## config.mk

```make
export PLATFORM = sky130hd
export DESIGN_NAME = cmd_deframer
export DESIGN_NICKNAME = d
export VERILOG_FILES = /design/src/rtl/cmd_deframer.sv
export SDC_FILE = /design/constraint.sdc
export NUM_CORES = 1
export LEC_CHECK = 0
export CELL_PAD_IN_SITES_DETAIL_PLACEMENT = 0
export CELL_PAD_IN_SITES_GLOBAL_PLACEMENT = 1
export CORE_MARGIN = 3
export CORE_UTILIZATION = 30
export DETAILED_ROUTE_END_ITERATION = 16
export HOLD_SLACK_MARGIN = 0.05
export MAX_ROUTING_LAYER = met4
export PLACE_DENSITY_LB_ADDON = 0.1
export SYNTH_ARGS = -nofsm -noshare
export SYNTH_HDL_FRONTEND = slang
export SYNTH_SLANG_ARGS = --single-unit
```

## constraint.sdc

```tcl
create_clock -name clk -period 2.4 [get_ports clk]
set_clock_uncertainty 0.05 [all_clocks]
set_input_delay 0.48 -clock clk [delete_from_list [all_inputs] [get_ports clk]]
set_output_delay 0.48 -clock clk [all_outputs]
set_load 0.02 [all_outputs]
```

## src/rtl/cmd_deframer.sv

```systemverilog
// Two-byte command deframer behind a UART receiver, with an inter-byte timeout.
// Optional third checksum byte per frame: define CMD_DEFRAMER_CHKSUM_EN.
module cmd_deframer #(
    parameter int unsigned TIMEOUT_CYCLES = 26040
) (
    input  logic        clk,
    input  logic        rst_n,
    input  logic [7:0]  rx_data,
    input  logic        rx_rdy,
    output logic        clr_rx_rdy,
    output logic [15:0] cmd,
    output logic        cmd_rdy,
    input  logic        clr_cmd_rdy,
    output logic        frm_err
);

`ifdef CMD_DEFRAMER_CHKSUM_EN
    typedef enum logic [1:0] {IDLE, HIGH, CHK} state_t;
`else
    typedef enum logic [1:0] {IDLE, HIGH} state_t;
`endif

    localparam logic [15:0] TMO_LAST = 16'(TIMEOUT_CYCLES - 1);

    state_t      state_q, state_d;
    logic [15:0] cmd_q, cmd_d;
    logic        cmd_rdy_q, cmd_rdy_d;
    logic        frm_err_q, frm_err_d;
    logic        acc_q, acc_d;
    logic [15:0] tmo_q, tmo_d;
    logic        accept;
    logic        tmo_hit;
`ifdef CMD_DEFRAMER_CHKSUM_EN
    logic [7:0]  cksum;
`endif

    // rx_rdy stays high for a clock after our clear; the previous-accept flag masks it
    assign accept  = rx_rdy & ~acc_q;
    assign tmo_hit = (tmo_q == TMO_LAST);

    always_comb begin
        state_d   = state_q;
        cmd_d     = cmd_q;
        cmd_rdy_d = clr_cmd_rdy ? 1'b0 : cmd_rdy_q;
        frm_err_d = 1'b0;
        acc_d     = accept;
        tmo_d     = '0;
`ifdef CMD_DEFRAMER_CHKSUM_EN
        cksum     = ~(cmd_q[15:8] + cmd_q[7:0]);
`endif
        case (state_q)
            IDLE: begin
                if (accept) begin
                    cmd_d[15:8] = rx_data;
                    cmd_rdy_d   = 1'b0;
                    state_d     = HIGH;
                end
            end
            HIGH: begin
                if (accept) begin
                    cmd_d[7:0] = rx_data;
`ifdef CMD_DEFRAMER_CHKSUM_EN
                    state_d    = CHK;
`else
                    state_d    = IDLE;
                    cmd_rdy_d  = 1'b1;
`endif
                end else if (tmo_hit) begin
                    state_d   = IDLE;
                    frm_err_d = 1'b1;
                end else begin
                    tmo_d = tmo_q + 16'd1;
                end
            end
`ifdef CMD_DEFRAMER_CHKSUM_EN
            CHK: begin
                if (accept) begin
                    state_d = IDLE;
                    if (rx_data == cksum) cmd_rdy_d = 1'b1;
                    else                  frm_err_d = 1'b1;
                end else if (tmo_hit) begin
                    state_d   = IDLE;
                    frm_err_d = 1'b1;
                end else begin
                    tmo_d = tmo_q + 16'd1;
                end
            end
`endif
            default: state_d = IDLE;
        endcase
    end

    always_ff @(posedge clk or negedge rst_n) begin
        if (!rst_n) begin
            state_q   <= IDLE;
            cmd_q     <= '0;
            cmd_rdy_q <= 1'b0;
            frm_err_q <= 1'b0;
            acc_q     <= 1'b0;
            tmo_q     <= '0;
        end else begin
            state_q   <= state_d;
            cmd_q     <= cmd_d;
            cmd_rdy_q <= cmd_rdy_d;
            frm_err_q <= frm_err_d;
            acc_q     <= acc_d;
            tmo_q     <= tmo_d;
        end
    end

    // Gated by rst_n so the clear pulse is also held low while in reset
    assign clr_rx_rdy = accept & rst_n;
    assign cmd        = cmd_q;
    assign cmd_rdy    = cmd_rdy_q;
    assign frm_err    = frm_err_q;

endmodule
```

# After elaboration in Yosys (flattened, before gate mapping)
# Cells that the tools add are included.
# word_totals
reg_bits,37
latchBits,0
ram_bits,0
rom_bits,0
input_bits,12
mem_count,0
# op_classes
n_addsub,1
mul,0
n_div,0
order_cmp,0
eq_ne,4
shift,0
mux,14
bitwise_logic,3
reduce_logical,4
# ops
cell,count
$mux 16,3
$add 16x1->16 const B,1
$eq 16x15->1 const B,1
$mux 1,6
$mux 2,3
$reduce_and 2->1,3
$pmux 2 s2,1
$ne 3x3->1 const B,1
$and 1x1->1,2
$eq 2x1->1 const B,1
$logic_not 2->1,1
$ne 2x2->1 const B,1
$pmux 1 s2,1
$not 1->1,1

# Logic depth before layout (Yosys ltp)
# Gate-level depths: netlist (run 1).
# depth
depth_word,4
depth_mapped,6

# Worst setup path before layout (run 1)
# No wires, ideal clock.
# synth_timing
path_kind,reg-to-reg
start,register tmo_q[12]
end,register tmo_q[10]
setup_time_ns,0.119
t_arrival_ns,1.766
path_slack_ns,0.465
stages_incl_launch_ff,6
period_less_slack_ns,1.935
path_cell_list,dfrtp_1 -> or4_1 -> or4_4 -> nand3_4 -> buf_6 -> nor2_1
# synth_via
elab_chain_cells,4
# synth_rtl
item,line,source
from (decl),30,"logic [15:0] tmo_q, tmo_d;"
from (signal assigned),107,tmo_q <= tmo_d;
$eq 16x15->1,39,assign tmo_hit = (tmo_q == TMO_LAST);
$mux 16,68,end else if (tmo_hit) begin
$mux 16,60,if (accept) begin
$mux 16,51,case (state_q)
net tmo_d[10],30,
# The timed path passes the listed nets, and every way through them passes these cells.
# A chain may end at the register's enable or synchronous reset.

# Final worst setup path (run 1)
# layout_timing
start,register tmo_q[12]
end,register state_q[0]
# layout_via
elab_chain_cells,3
# layout_rtl
item,line,source
$eq 16x15->1,39,
$ne 3x3->1 (no source line),-,
$reduce_and 2->1 (no source line),-,
to (signal assigned),102,state_q <= state_d;
to (decl),25,"state_t state_q, state_d;"
# No other way between the ends.

==> results of run 1 <==
[cell families (layout without fill, tap and decap cells)]
kind of cell | Yosys count | in the layout | synth area share, %
xor+xnor | 13 | 13 | 7.40
mux | 16 | 16 | 11.7
compound gates | 3 | 3 | 1.14
fa+ha+maj | 1 | 1 | 0.814
simple gates | 53 | 53 | 18.4
buf+inv | 6 | 45 | 1.95
flops | 36 | 36 | 58.6
[worst max-delay path, cell delays in order, from the launching register on]
cell and delay [ns]:
dfrtp_1 0.43, or4_1 0.54, or4_4 0.57, nand3_4 0.22
o21ai_0 0.12
[sequential cells by signal, indices dropped and copies added (netlist names)]
name     cells
acc_q        1
frm_err      1
state_q      1
tmo_q       16
cmd         16
cmd_rdy      1
[layer usage]
metal	GRT usage (%)	part of all wire (%)	vias up
met5	-	0	-
met4	6.41	2.2	0
met3	3.71	3.7	7
met2	18.6	48	19
met1	14.9	46	533
li1	-	-	512
[final timing paths]
| kind | to | cells after the start | slack, ns |
|---|---|---|---|
| max | state_q[0] | 4 | 0.35 |
| min | tmo_q[0] | 1 | 0.41 |
| max reg2reg | state_q[0] | 4 | 0.35 |
| min reg2reg | tmo_q[0] | 1 | 0.41 |
| max in group asynchronous | cmd[2] | 2 | 1.36 |
| min in group asynchronous | frm_err | 2 | 0.61 |
[stage by stage]
step,setup WS [ns],instances
detailed placement,0.0414,226
floorplan,0.465,128
finish,0.345,234
global route,0.257,234
global placement,0.0776,226
CTS,0.0321,234
[cells in the final DEF, fill, tap and decap left out, drive strengths merged]
cell type and n:
clkbuf 8, dlymetal6s2s 1, or4 3, xor2 2, nand2 7, xnor2 11
or2 1, and2 1, mux2 16, inv 4, nor2 20, nand2b 1
o21ai 1, buf 3, nand3 7, nand3b 1, a21oi 1, nor3 4
o31ai 1, ha 1, dfrtp 36, nor4 3, or4bb 1, nand4 4
clkdlybuf4s50 29
[layout make-up]
class / instances / area [sq um]
Inverter: 4 / 15.0
Sequential cell: 36 / 901
Multi-Input combinational cell: 86 / 607
Timing Repair Buffer: 33 / 325
Tap cell: 67 / 83.8
Fill cell: 488 / 2830
Clock buffer: 8 / 90.1
[power by group]
part           leakage, nW  switching [mW]  internal [mW]  total, mW
clock network       0.0455           0.207          0.234      0.441
registers            0.462          0.0577          0.715      0.773
logic                0.316           0.247          0.272      0.519
[timing repair]
item	CTS	global route
endpoints found under the setup margin	0	1
hold buffers	0	0
gates resized for setup	0	1
buffers inserted	0	0
==> flow_summary.json, run 1 <==
{
  "grt_first_pass_wirelength_microns": 5530,
  "htreeDepth": 2,
  "end_kind": "flop",
  "slew_violations": 0,
  "period_share_pct": 85.6,
  "io_pins": 31,
  "ys_types": 26,
  "hold_start": "tmo_q[0]",
  "cp-start-kind": "flop",
  "syn-num-nets": 141,
  "cts-buffers-inserted": 5,
  "row_count": 25,
  "die_area_sq_um": 6020,
  "seq_area_frac_synth_pct": 58.6,
  "outcome": "completed",
  "drcViolationCount": 0,
  "drive_gt1_share_pct": 17.4,
  "antenna_found_initial": 0,
  "cap_violations": 0,
  "power_mw": 1.73,
  "avgSynthCellArea_sq_um": 12.0,
  "yosysWarnings": 0,
  "area_growth_pct": 31.5,
  "fin_area_sq_um": 2020,
  "placed_area_sq_um": 1930,
  "path_max_fanout": 17,
  "drtAntennaViolNets": 0,
  "startpoint": "tmo_q[12]",
  "port_buffers": 30,
  "cts.sinks": 36,
  "grt_pass1_vias": 1115,
  "max_freq_mhz": 487,
  "crit_required_ns": 2.51,
  "synthCells": 128,
  "num_vias": 1071,
  "clkSlewWorstSetupHoldPaths_ns": 0.07,
  "hp-class": "flop to flop",
  "hpwl_microns": 2210,
  "p_leak_nw": 0.823,
  "ys_top_cells_by_count": "dfrtp_1 (36), nor2_1 (20), mux2_2 (16)",
  "drtIter0Drc": 32,
  "synthFlopType": "dfrtp_1",
  "yosysMostFrequentCell": "dfrtp_1",
  "wl_per_cell_microns": 13.7,
  "fin_crit_ns": 2.05,
  "via_per_inst": 4.58,
  "antennaDiodeCount": 0,
  "start_util_pct": 31.7,
  "place.gp.congestion": 0.737,
  "fin_util_pct": 41.7,
  "grt_usage_pct": 12.4,
  "wl_microns": 3210,
  "synth_top_cell_area_share_pct": 58.6,
  "syn_area_sq_um": 1540,
  "fin_nets": 179,
  "tns_ns": 0,
  "relSlewSlack_pct": 69.1,
  "final-hold-violation-count": 0,
  "async_reset_ff_share_pct": 100,
  "clockBufferDepth": 2,
  "dr.pass1.iters": 4,
  "grt_max_degree": 37,
  "cts_root_buf": "clkbuf_8",
  "synth_area_leaders": "dfrtp_1 (59%), mux2_2 (12%), xnor2_1 (6.3%)",
  "die_w_microns": 77.6,
  "ys_seq_elements": 36,
  "clk_latency_ns": 0.28,
  "synth_edf_count": 0,
  "setup_viol": 0,
  "cts_tree": "yes",
  "vdd_drop_max_mv": 0.375,
  "die_h_microns": 77.6,
  "holdWs_ns": 0.411,
  "core_area_sq_um": 4850,
  "tightest_slew_ns": 0.464,
  "synth_top_area_cell": "dfrtp_1",
  "crit_type": "flop to flop",
  "timing.rr.start": "tmo_q[12]",
  "cp.arrival_ns": 2.17,
  "power.density_nw_per_um2": 857,
  "grt_overflow": 0,
  "rsz0062_at_grt": "no"
}
No activity file was read; power rests on OpenSTA's default activity.
==> run 2, diff against run 1 <==
--- a/config.mk
+++ b/config.mk
@@ -7,7 +7,7 @@
 export LEC_CHECK = 0
 export CELL_PAD_IN_SITES_DETAIL_PLACEMENT = 0
 export CELL_PAD_IN_SITES_GLOBAL_PLACEMENT = 1
-export CORE_MARGIN = 3
+export CORE_MARGIN = 2
 export CORE_UTILIZATION = 30
 export DETAILED_ROUTE_END_ITERATION = 16
 export HOLD_SLACK_MARGIN = 0.05
==> run 2 against run 1 <==
  * Routed wire length is 6.1% lower
  * Count of clock-buffer cells in the layout is 2 lower
  * Final area is 1.1% higher
  * Register-to-register slack hardly changed
  * Via count is 0.65% lower
  * Maximum frequency is 0.65% lower
  * Setup slack worse by 0.014 ns
  * Highest routed layer unchanged
  * Critical path type unchanged
  * Non-clock buffer count stayed put
  * Clock power is 18% higher
  * First-iteration DRC count is 50% higher
  * Flip-flop and latch count stayed put
  * Hold slack better by 0.0059 ns
==> flow_summary.json, run 2 (same netlist as run 1, synthesis figures left out) <==
{
  "htreeDepth": 2,
  "fin_area_sq_um": 2040,
  "cp-start-kind": "flop",
  "cts.sinks": 36,
  "switching_share_pct": 28.2,
  "final_common_cell": "dfrtp_1",
  "cp.buffers_inverters": 0,
  "cp.arrival_ns": 2.17,
  "ff_latch_area_sq_um": 901,
  "antenna_found_initial": 0,
  "cpPeakStageDelay_ns": 0.58,
  "fin_nets": 179,
  "setup_viol": 0,
  "core_area_sq_um": 5010,
  "p_clk_share_pct": 28.9,
  "p_seq_share_pct": 42.8,
  "crit_slowest_cell": "or4_4",
  "wl_per_cell_microns": 12.7,
  "crit_required_ns": 2.50,
  "outcome": "completed",
  "crit_chain": "or4_1 -> or4_4 -> nand3_4 -> o21ai_0",
  "grt_overflow": 0,
  "power.internal_mw": 1.29,
  "num_vias": 1064,
  "period_share_pct": 86.2,
  "clockBufferDepth": 2,
  "grt_pass1_vias": 1061,
  "rsz0062_at_grt": "no",
  "grt_first_pass_wirelength_microns": 4860,
  "p_leak_nw": 0.833,
  "end_kind": "flop",
  "clkSlewWorstSetupHoldPaths_ns": 0.07,
  "num-fill-cells": 520,
  "drive_gt1_share_pct": 18.0,
  "max_freq_mhz": 483,
  "fin_util_pct": 40.8,
  "final-hold-violation-count": 0,
  "place.gp.congestion": 0.766,
  "grt_usage_pct": 12.0,
  "via_per_inst": 4.49,
  "row_count": 26,
  "die_area_sq_um": 5710,
  "dr.pass1.iters": 4,
  "grt_max_degree": 37,
  "p_comb_share_pct": 28.3,
  "placed_area_sq_um": 1930,
  "hp-class": "flop to flop",
  "die_w_microns": 75.6,
  "io_pins": 31,
  "slew_violations": 0,
  "tns_ns": 0,
  "drcViolationCount": 0,
  "finalWorstSetupSlack_ns": 0.332,
  "antennaDiodeCount": 0,
  "wl_microns": 3020,
  "relSlewSlack_pct": 69.0,
  "power.density_nw_per_um2": 882,
  "area_growth_pct": 32.9,
  "drtAntennaViolNets": 0,
  "multi_input_area_sq_um": 607,
  "vdd_drop_max_mv": 0.266,
  "tightest_slew_ns": 0.466,
  "final_cell_mix": "dfrtp_1 (36), clkdlybuf4s50_1 (29), nor2_1 (20)",
  "fin_crit_ns": 2.07,
  "post_cts_buffers": 0,
  "hpwl_microns": 2100,
  "post-place-ws_ns": 0.0580,
  "crit_type": "flop to flop",
  "port_buffers": 30,
  "switchingPower_uw": 508,
  "start_util_pct": 30.7,
  "cts-buffers-inserted": 5,
  "drtIter0Drc": 48,
  "critical_path.top_delay_family": "simple AND/OR/NAND/NOR gates",
  "holdWs_ns": 0.416,
  "clk_latency_ns": 0.28,
  "die_h_microns": 75.6,
  "path_max_fanout": 17,
  "cap_violations": 0,
  "cts_tree": "yes",
  "cts_root_buf": "clkbuf_8"
}
## run 2: cell type report
type | count | area share, %
Clock inverter | 2 | 1.71
Multi-Input combinational cell | 86 | 29.7
Inverter | 4 | 0.735
Sequential cell | 36 | 44.1
Tap cell | 70 | 4.29
Clock buffer | 6 | 3.55
Timing Repair Buffer | 33 | 15.9
## run 2: through the flow
step                cells  power [mW]
floorplan             128        1.04
global placement      229        1.29
detailed placement    229        1.31
CTS                   237        1.84
global route          237        1.91
finish                237        1.80
## run 2: what timing repair did
action | 4_1_cts | 5_1_grt
hold buffers | 0 | 0
setup endpoints to repair | 0 | 1
endpoints found under the hold margin | 0 | 0
gates resized for setup | 0 | 1
## run 2: path summary, 6_finish.rpt
check	depth (start not counted)	slack (ns)	endpoint	start
max	4	0.33	state_q[0]	tmo_q[12]
min	1	0.42	tmo_q[0]	tmo_q[0]
max reg2reg	4	0.33	state_q[0]	tmo_q[12]
min reg2reg	1	0.42	tmo_q[0]	tmo_q[0]
max in group asynchronous	2	1.37	cmd[9]	rst_n
min in group asynchronous	2	0.60	tmo_q[8]	rst_n
## run 2: power by group through the flow
stage,Combinational [mW],Clock [mW],Sequential [mW]
final,0.510,0.521,0.771
after global routing,0.550,0.572,0.786
after CTS,0.520,0.547,0.774
after detailed placement,0.519,0,0.787
after global placement,0.515,0,0.779
after floorplan,0.135,0,0.905
## run 2: metal layers
metal | up-vias | part of all wire, % | track usage (%)
met3 | 4 | 5.5 | 4.10
li1 | 516 | - | -
met5 | - | 0 | -
met4 | 0 | 0.70 | 4.68
met1 | 520 | 45 | 12.9
met2 | 24 | 49 | 20.2
## run 2: worst reg2reg max path, delay by kind of cell (launching register included)
| family | cells | cell delay, ns |
|---|---|---|
| flops | 1 | 0.43 |
| compound gates | 1 | 0.12 |
| simple gates | 3 | 1.35 |
==> run 3, diff against run 2 <==
--- a/config.mk
+++ b/config.mk
@@ -5,6 +5,7 @@
 export SDC_FILE = /design/constraint.sdc
 export NUM_CORES = 1
 export LEC_CHECK = 0
+export ABC_AREA = 1
 export CELL_PAD_IN_SITES_DETAIL_PLACEMENT = 0
 export CELL_PAD_IN_SITES_GLOBAL_PLACEMENT = 1
 export CORE_MARGIN = 2
==> constraint.sdc (replaced) <==
create_clock -name clk -period 2.2 [get_ports clk]
set_clock_uncertainty 0.05 [all_clocks]
set_input_delay 0.44 -clock clk [delete_from_list [all_inputs] [get_ports clk]]
set_output_delay 0.44 -clock clk [all_outputs]
set_load 0.02 [all_outputs]
==> run 3 against run 2 <==
  * First-iteration DRC count grew 6.3%
  * Register-to-register slack gained 0.36 ns
  * Synthesized cell count grew 55%
  * Total power grew 3.8%
  * Critical path type is now input pin to output pin
  * Critical endpoint is now clr_rx_rdy
==> flow_summary.json, run 3 <==
{
  "synthFlopType": "dfrtp_1",
  "power_mw": 1.87,
  "synthCells": 198,
  "relSlewSlack_pct": 68.5,
  "hp-class": "input pin to asynchronous set/reset pin",
  "row_count": 27,
  "fin_util_pct": 39.6,
  "synth_area_leaders": "dfrtp_1 (53%), nand2_1 (12%), nor2_1 (7.5%)",
  "via_per_inst": 4.08,
  "ys_seq_elements": 36,
  "tns_ns": 0,
  "path_max_fanout": 2,
  "final_common_cell": "nand2_1",
  "synth_edf_count": 0,
  "seq_area_frac_synth_pct": 53.1,
  "syn_area_sq_um": 1700,
  "wl_per_cell_microns": 11.0,
  "synth_top_family_by_area": "simple AND/OR/NAND/NOR gates",
  "synth-compound-area-share_pct": 7.97,
  "yosys.area_share.simple_pct": 26.1,
  "crit_required_ns": 1.71,
  "grt_usage_pct": 12.6,
  "outcome": "completed",
  "drive_gt1_share_pct": 12.3,
  "yosysMostFrequentCell": "nand2_1",
  "cp.arrival_ns": 1.47,
  "rsz0062_at_grt": "no",
  "vdd_drop_max_mv": 0.365,
  "end_kind": "output pin",
  "synth-xor-area-share_pct": 3.62,
  "htreeDepth": 2,
  "area_growth_pct": 28.0,
  "die_h_microns": 79.2,
  "cts_resized": 1,
  "placed_area_sq_um": 2080,
  "avgSynthCellArea_sq_um": 8.56,
  "antenna_found_initial": 0,
  "antennaDiodeCount": 0,
  "final_cell_mix": "nand2_1 (53), dfrtp_1 (36), nor2_1 (34)",
  "place_inst": 300,
  "grt_max_degree": 37,
  "die_area_sq_um": 6270,
  "place.gp.congestion": 0.735,
  "slew_violations": 0,
  "period_share_pct": 89.3,
  "fin_crit_ns": 1.96,
  "fin_area_sq_um": 2170,
  "postCtsHoldBufs": 0,
  "clk_latency_ns": 0.29,
  "cts_tree": "yes",
  "syn-num-nets": 211,
  "synth_top_cell_area_share_pct": 53.1,
  "dr.pass1.iters": 4,
  "ys_top_cells_by_count": "nand2_1 (53), dfrtp_1 (36), nor2_1 (34)",
  "power.density_nw_per_um2": 862,
  "async_reset_ff_share_pct": 100,
  "finalWorstSetupSlack_ns": 0.236,
  "die_w_microns": 79.2,
  "clkSlewWorstSetupHoldPaths_ns": 0.07,
  "p_leak_nw": 0.961,
  "tightest_slew_ns": 0.471,
  "synth_fa_ha_area_share_pct": 0.738,
  "final-hold-violation-count": 0,
  "post_cts_buffers": 0,
  "cts-buffers-inserted": 5,
  "cap_violations": 0,
  "grt_overflow": 0,
  "drtAntennaViolNets": 0,
  "fin_nets": 248,
  "max_freq_mhz": 509,
  "clockBufferDepth": 2,
  "grt_pass1_vias": 1264,
  "grt_first_pass_wirelength_microns": 6000,
  "wl_microns": 3400,
  "core_area_sq_um": 5470,
  "hpwl_microns": 2470,
  "start_util_pct": 31.0,
  "holdWs_ns": 0.157,
  "port_buffers": 30,
  "cts.sinks": 36,
  "drtIter0Drc": 51,
  "ys_types": 27,
  "yosysWarnings": 0,
  "post-place-ws_ns": -0.0437,
  "num_vias": 1258,
  "cp-start-kind": "input pin",
  "rrSetupSlack_ns": 0.69,
  "synthMuxAreaShare_pct": 0,
  "fin_cells": 308,
  "drcViolationCount": 0,
  "crit_type": "input pin to output pin",
  "synth_top_area_cell": "dfrtp_1",
  "io_pins": 31,
  "cts_root_buf": "clkbuf_8",
  "setup_viol": 0
}
-- run 3: cell type report --
| type | instances | area, sq um |
|---|---|---|
| Fill cell | 587 | 3300 |
| Tap cell | 72 | 90.1 |
| Multi-Input combinational cell | 133 | 652 |
| Clock buffer | 7 | 86.3 |
| Timing Repair Buffer | 34 | 337 |
| Clock inverter | 1 | 7.51 |
| Sequential cell | 36 | 901 |
| Inverter | 25 | 96.3 |
-- run 3: worst paths after layout --
check / endpoint / cells after the start / from
max: clr_rx_rdy / 6 / rx_rdy
min: cmd[6] / 2 / rst_n
min reg2reg: tmo_q[0] / 1 / tmo_q[0]
max in group asynchronous: tmo_q[5] / 2 / rst_n
min in group clk: tmo_q[0] / 1 / tmo_q[0]
max reg2reg: tmo_q[9] / 8 / tmo_q[0]
-- run 3: power by group --
group / internal, mW / total [mW] / switching [mW]
clock network: 0.254 / 0.493 / 0.238
logic: 0.259 / 0.544 / 0.285
registers: 0.771 / 0.834 / 0.0628
-- run 3: kinds of logic (layout without fill, tap and decap cells) --
| family | count (synthesis) | in the layout |
|---|---|---|
| buffers and inverters | 29 | 67 |
| xor gates and xnor gates | 7 | 7 |
| and+or+nand+nor | 105 | 105 |
| DFF | 36 | 36 |
| adders and majority gates | 1 | 1 |
| AOI/OAI and AO/OA | 20 | 20 |
-- run 3: metal layers --
metal,part of all wire [%],track usage (%),wire length (microns)
met1,50,16.5,1690
met2,45,18.7,1520
met3,4.0,3.52,136
met4,1.6,4.66,56
met5,0,-,0
-- run 3: worst max-delay path, cell delays in order --
cell and delay, ns:
clkdlybuf4s50_1 0.45, inv_1 0.06, nor2_4 0.09, inv_2 0.04
nor2_1 0.07, dlygate4sd2_1 0.33
